**src/rtl/mem_port_arbiter.sv**
```systemverilog
// Two-port arbiter in front of a single-port synchronous memory: a user/loader
// port and a CPU port, round-robin with a bounded CPU lock and 1-cycle read return.
module mem_port_arbiter #(
  parameter int ADDR_W   = 8,
  parameter int DATA_W   = 8,
  parameter int LOCK_MAX = 4
) (
  input  logic              clk,
  input  logic              reset,
  input  logic              cpu_en,
  input  logic              u_req,
  input  logic              u_we,
  input  logic [ADDR_W-1:0] u_addr,
  input  logic [DATA_W-1:0] u_wdata,
  output logic              u_gnt,
  output logic              u_rvalid,
  input  logic              c_req,
  input  logic              c_we,
  input  logic [ADDR_W-1:0] c_addr,
  input  logic [DATA_W-1:0] c_wdata,
  input  logic              c_lock,
  output logic              c_gnt,
  output logic              c_rvalid,
  output logic [DATA_W-1:0] rdata,
  output logic              mem_en,
  output logic              mem_we,
  output logic [ADDR_W-1:0] mem_addr,
  output logic [DATA_W-1:0] mem_wdata,
  input  logic [DATA_W-1:0] mem_rdata
);

  typedef enum logic {OWN_USER = 1'b0, OWN_CPU = 1'b1} owner_e;
  typedef enum logic [1:0] {TAG_NONE = 2'd0, TAG_USER = 2'd1, TAG_CPU = 2'd2} tag_e;

  typedef struct packed {
    logic              we;
    logic [ADDR_W-1:0] addr;
    logic [DATA_W-1:0] wdata;
  } acc_t;

  localparam logic [3:0] LOCK_LIM = 4'(LOCK_MAX);

  owner_e     last_owner_q, last_owner_d;
  logic       lock_active_q, lock_active_d;
  logic [3:0] lock_cnt_q, lock_cnt_d;
  tag_e       rd_tag_q, rd_tag_d;

  logic c_eff, u_win, c_win;
  acc_t u_acc, c_acc, sel_acc;

  assign u_acc = '{we: u_we, addr: u_addr, wdata: u_wdata};
  assign c_acc = '{we: c_we, addr: c_addr, wdata: c_wdata};

  // Grant decision; held off entirely while reset is low so nothing reaches memory.
  always_comb begin
    c_eff = c_req & cpu_en;
    u_win = 1'b0;
    c_win = 1'b0;
    if (reset) begin
      if (u_req && c_eff) begin
        if (lock_active_q) begin
          if (lock_cnt_q < LOCK_LIM) c_win = 1'b1;
          else                       u_win = 1'b1;
        end else if (last_owner_q == OWN_CPU) begin
          u_win = 1'b1;
        end else begin
          c_win = 1'b1;
        end
      end else begin
        u_win = u_req;
        c_win = c_eff;
      end
    end
  end

  always_comb begin
    sel_acc = '0;
    if (u_win)      sel_acc = u_acc;
    else if (c_win) sel_acc = c_acc;
  end

  assign u_gnt     = u_win;
  assign c_gnt     = c_win;
  assign mem_en    = u_win | c_win;
  assign mem_we    = sel_acc.we;
  assign mem_addr  = sel_acc.addr;
  assign mem_wdata = sel_acc.wdata;

  always_comb begin
    last_owner_d = last_owner_q;
    rd_tag_d     = TAG_NONE;
    if (u_win) begin
      last_owner_d = OWN_USER;
      rd_tag_d     = u_we ? TAG_NONE : TAG_USER;
    end else if (c_win) begin
      last_owner_d = OWN_CPU;
      rd_tag_d     = c_we ? TAG_NONE : TAG_CPU;
    end
    // Lock survives only across consecutive locked CPU grants; a user grant drops it.
    lock_active_d = c_win & c_lock;
    lock_cnt_d    = lock_cnt_q;
    if (!lock_active_d)
      lock_cnt_d = '0;
    else if (c_win && lock_active_q && u_req && lock_cnt_q < LOCK_LIM)
      lock_cnt_d = lock_cnt_q + 4'd1;
  end

  always_ff @(posedge clk or negedge reset) begin
    if (!reset) begin
      last_owner_q  <= OWN_CPU;
      lock_active_q <= 1'b0;
      lock_cnt_q    <= '0;
      rd_tag_q      <= TAG_NONE;
    end else begin
      last_owner_q  <= last_owner_d;
      lock_active_q <= lock_active_d;
      lock_cnt_q    <= lock_cnt_d;
      rd_tag_q      <= rd_tag_d;
    end
  end

  assign rdata    = mem_rdata;
  assign u_rvalid = (rd_tag_q == TAG_USER);
  assign c_rvalid = (rd_tag_q == TAG_CPU);

endmodule

```
**config.mk**
```make
export PLATFORM = sky130hd
export DESIGN_NAME = mem_port_arbiter
export DESIGN_NICKNAME = d
export VERILOG_FILES = /design/src/rtl/mem_port_arbiter.sv
export SDC_FILE = /design/constraint.sdc
export NUM_CORES = 1
export LEC_CHECK = 0
export CORE_ASPECT_RATIO = 1.25
export CORE_MARGIN = 1.5
export CORE_UTILIZATION = 28
export DETAILED_ROUTE_END_ITERATION = 7
export PLACE_DENSITY = 0.81
export SYNTH_ARGS = -nofsm -noshare
export SYNTH_HDL_FRONTEND = slang
export SYNTH_SLANG_ARGS = --single-unit
```
**constraint.sdc**
```tcl
create_clock -name clk -period 2 [get_ports clk]
set_clock_uncertainty 0.05 [all_clocks]
set_input_delay 0.3 -clock clk [delete_from_list [all_inputs] [get_ports clk]]
set_output_delay 0.3 -clock clk [all_outputs]
set_load 0.01 [all_outputs]
```
After elaboration in Yosys (flattened, before gate mapping)
Cells that the tools add are included.
- reduce and logical (&&, ||, !) cells: 5
- add/sub/neg operators: 1
- bitwise operators: 3
- magnitude comparators: 1
- multiplexer cells: 20
- eq/ne operators: 3
- operators with widths (cell ; number):
    $mux W17 ; 2
    $mux W1 ; 13
    $mux W4 ; 2
    $mux W2 ; 3
    $add A4 B1 Y4 const B ; 1
    $logic_and A1 B1 Y1 ; 4
    $lt A4 B3 Y1 const B ; 1
    $and A1 B1 Y1 ; 2
    $eq A2 B1 Y1 const B ; 1
    $eq A2 B2 Y1 const B ; 1
    $ne A2 B1 Y1 const B ; 1
    $reduce_bool A2 Y1 ; 1
    $or A1 B1 Y1 ; 1
- bits in registers: 8
- input bits: 48
- logic and storage cells: 37

Longest topological paths before layout
- depth after elaboration: 10
- depth in mapped cells: 4

Worst setup path before layout
Ideal clock, no wire load.
- path type: reg-to-output
- start point: register lock_cnt_q[2]
- end point: output port mem_addr[0]
- path slack: 0.457 ns
- arrival: 1.193 ns
- path buffers: 1
- cell stages (with the launch flop): 5
- data required time: 1.650 ns
- path through: dfrtp_1 nor3b_4 o21ai_2 buf_2 o22ai_1
- word-level cells in the longest chain between the ends: 7
- elaborated cells between the ends (all ways): 11
- classes of those cells: 1 x order compare; 10 x mux
- RTL lines (element ; line ; source):
    start, declared ; 45 ; logic [3:0] lock_cnt_q, lock_cnt_d;
    start signal, assigned ; 117 ; lock_cnt_q <= lock_cnt_d;
    $lt A4 B3 Y1 * ; 62 ; if (lock_cnt_q < LOCK_LIM) c_win = 1'b1;
    $mux W1 ; 62 ;
    $mux W1 ; 61 ; if (lock_active_q) begin
    $mux W1 ; 60 ; if (u_req && c_eff) begin
    $mux W1 ; 59 ; if (reset) begin
    $mux W17 ; 79 ; else if (c_win) sel_acc = c_acc;
    $mux W17 * ; 78 ; if (u_win) sel_acc = u_acc;
    end, declared ; 27 ; output logic [ADDR_W-1:0] mem_addr,
Every way passes the cells marked *; elsewhere a longest branch is shown, timed or not.

Final worst setup path
- start point: register lock_active_q
- end point: output port mem_addr[4]
- word-level cells in the longest chain between the ends: 5
- elaborated cells between the ends (all ways): 8
- classes of those cells: 8 x mux
- RTL lines (element ; line ; source):
    start, declared ; 44 ; logic lock_active_q, lock_active_d;
    start signal, assigned ; 116 ; lock_active_q <= lock_active_d;
    $mux W1 ; 61 ;
    $mux W1 ; 60 ;
    $mux W1 ; 59 ;
    $mux W17 ; 79 ;
    $mux W17 * ; 78 ;
Marked as above.

==> flow_summary.ini <==
[clocking]
clk_path_buf_depth = 2
cts_tree = done
cts_root_buf = clkbuf_4
ctsHoldBuffers = 0
cts.htree.levels = 1
cts_num_sinks = 8
cts.clk_slew.worst_paths_ns = 0.06
cts_made_buffers = 3
clock_latency_ns = 0.25

[synth]
ys.flop_type = dfrtp_1
yosys_warnings = 0
synth_seq_area_share_pct = 26.92
syn_nets = 153
async_flop_share_pct = 100.0
ys_seq_elements = 8
synth.lib_cells_used.distinct = 25
syn_area_per_cell_sq_um = 7.194
syn_area_sq_um = 748.2
synth_edf_count = 0
synthCells = 104

[setup_path]
crit_fanout = 16
crit_slowest_cell = dfrtp_1
worstSetupStartpointType = register
max_stage_delay_ns = 0.41
path_cells = nor3b_4, buf_4, a2bb2oi_4, buf_12, o22ai_1, buf_2
critPathArrivalTime_ns = 1.64
cp-end-kind = primary output
cp_top_family = buffers and inverters
critical_path_class = reg -> out
crit_required_ns = 1.65
critPathBufInv = 3

[sta]
finalHoldViolCount = 0
max_clock_freq_mhz = 502.5
period_share_pct = 99.51
min_period_ns = 1.990
max_slew_margin_pct = 73.46
fin_tns_setup_ns = 0
worstMarginPinSlew_ns = 0.3977
hold_ws_ns = 0.4402
grt_setup_unrepaired = true
finalSetupViolCount = 0
drv_slew = 0

[route]
wl_per_cell_um = 12.96
drc = 0
first_pass_iters = 4
drtIter0Drc = 19
wirelength_mm = 2.643
ant_nets = 0
vias = 1016
vias_per_cell = 4.980

[final_layout]
nFillCells = 241
ff_latch_area_sq_um = 201.4
final_common_cell = clkdlybuf4s50_1
layout-drive-gt1-share_pct = 27.49
final_nets = 221
layout_common_cells = clkdlybuf4s50_1 (39), nand2_1 (38), buf_2 (16)
multi_input_area_sq_um = 460.4
area_growth_syn_to_layout_pct = 93.81
n_antenna_cell = 0

[pwr]
power.static_leakage_nw = 0.6793
peakVddDrop_uv = 238.6
power_density_mw_per_mm2 = 399.6

[run]
drv_cap = 0

[placement]
hpwl_mm = 1.915
gp_congestion = 0.7617
io_buffers = 61

[grt]
antenna_found_initial = 0
grt_usage_pct = 17.49
grt_pass1_vias = 953
grt_pass1_wl_mm = 4.029
grt_start_max_net_pins = 20
grt_overflow_total = 0

[min_path]
min_path_type = reg -> reg

[die]
num_io_pins = 78
die_w_um = 49.24
rows = 20
core_sq_mm = 0.002477
die_area_sq_mm = 0.002993
die_y_um = 60.80
initial_utilization_pct = 30.20

[run_status]
status = finished clean
## kinds of logic (layout without fill, tap and decap cells)
group / Yosys count / after routing / synth area share, %
AO/OA/AOI/OAI: 24 / 24 / 24.08
flip-flops: 8 / 8 / 26.92
buffers and inverters: 18 / 85 / 14.55
adder cells (fa/ha/maj): 1 / 1 / 1.672
XOR/XNOR: 1 / 1 / 1.171
AND/OR/NAND/NOR: 51 / 51 / 30.27
multiplexers: 1 / 1 / 1.338
## metal layers
layer,global-route usage (%),part of all wire [%],vias up,wire [um]
li1,-,-,486,-
met1,17.04,34,471,910
met2,34.75,57,55,1517
met3,3.695,7.0,4,186
met4,9.388,1.1,0,28
met5,0,0,-,0
## worst reg2reg max path: cells and delay by family (launching register included)
family	cells	cell delay, ns
AOI/OAI and AO/OA	1	0.36
DFF	1	0.42
and+or+nand+nor	2	0.29
buffers and inverters	1	0.13
## cells in the mapped netlist (2+ instances only)
cell type | n | area, sq um
buf_4 | 8 | 60.06
nor3_1 | 3 | 15.01
inv_1 | 3 | 11.26
dfrtp_1 | 7 | 175.2
buf_1 | 2 | 7.510
nor2b_1 | 2 | 12.51
o21ai_2 | 2 | 17.52
nor2_1 | 5 | 18.77
nand2_1 | 38 | 142.6
buf_2 | 3 | 15.01
o22ai_1 | 17 | 106.4
## power breakdown
group          switching [W]  internal (W)  leakage [nW]
registers         0.00000434      0.000169         0.107
clock network      0.0000533     0.0000762        0.0150
logic               0.000113      0.000163         0.557
## final timing paths
| path | slack (ns) | depth (start not counted) | start | endpoint |
|---|---|---|---|---|
| worst max register to register | 0.62 | 4 | lock_active_q$_DFF_PN0_ | lock_cnt_q[2]$_DFFE_PN0P_ |
| worst max-delay path | 0.01 | 6 | lock_active_q$_DFF_PN0_ | mem_addr[4] |
| max in group asynchronous | 1.22 | 3 | reset | last_owner_q$_DFFE_PN1P_ |
| worst min-delay path | 0.44 | 2 | last_owner_q$_DFFE_PN1P_ | last_owner_q$_DFFE_PN1P_ |
| worst min register to register | 0.44 | 2 | last_owner_q$_DFFE_PN1P_ | last_owner_q$_DFFE_PN1P_ |
| min in group asynchronous | 0.46 | 3 | reset | lock_cnt_q[0]$_DFFE_PN0P_ |
## sequential cells by signal, summed over array words and instances (netlist names)
register,flops
last_owner_q,1
lock_active_q,1
rd_tag_q,2
lock_cnt_q,4
## stage by stage
step	cells	power (W)	utilization [%]	cell area [sq um]	worst slack, ns
finish	204	0.0005795	58.54	1450	0.009853
global route	204	0.0006165	58.54	1450	-0.06602
CTS	204	0.0005841	58.43	1448	-0.09204
detailed placement	193	0.0004455	56.62	1403	-0.3901
global placement	193	0.0004390	56.62	1403	-0.3359
floorplan	104	0.0002931	-	748.2	0.4568
## cell type report
| class | instances | share of cell area [%] |
|---|---|---|
| multi-input combinational | 78 | 31.75 |
| inverter | 3 | 0.7765 |
| tap | 33 | 2.847 |
| timing repair buffer | 78 | 48.92 |
| clock buffer | 4 | 1.812 |
| sequential | 8 | 13.89 |
## repair_timing
action | CTS | global route
pin swaps | 2 | 0
resized for setup | 75 | 4
gates cloned | 1 | 0
buffers inserted | 6 | 0
setup endpoints to repair | 20 | 18
Power figures use the tool's default switching activity.
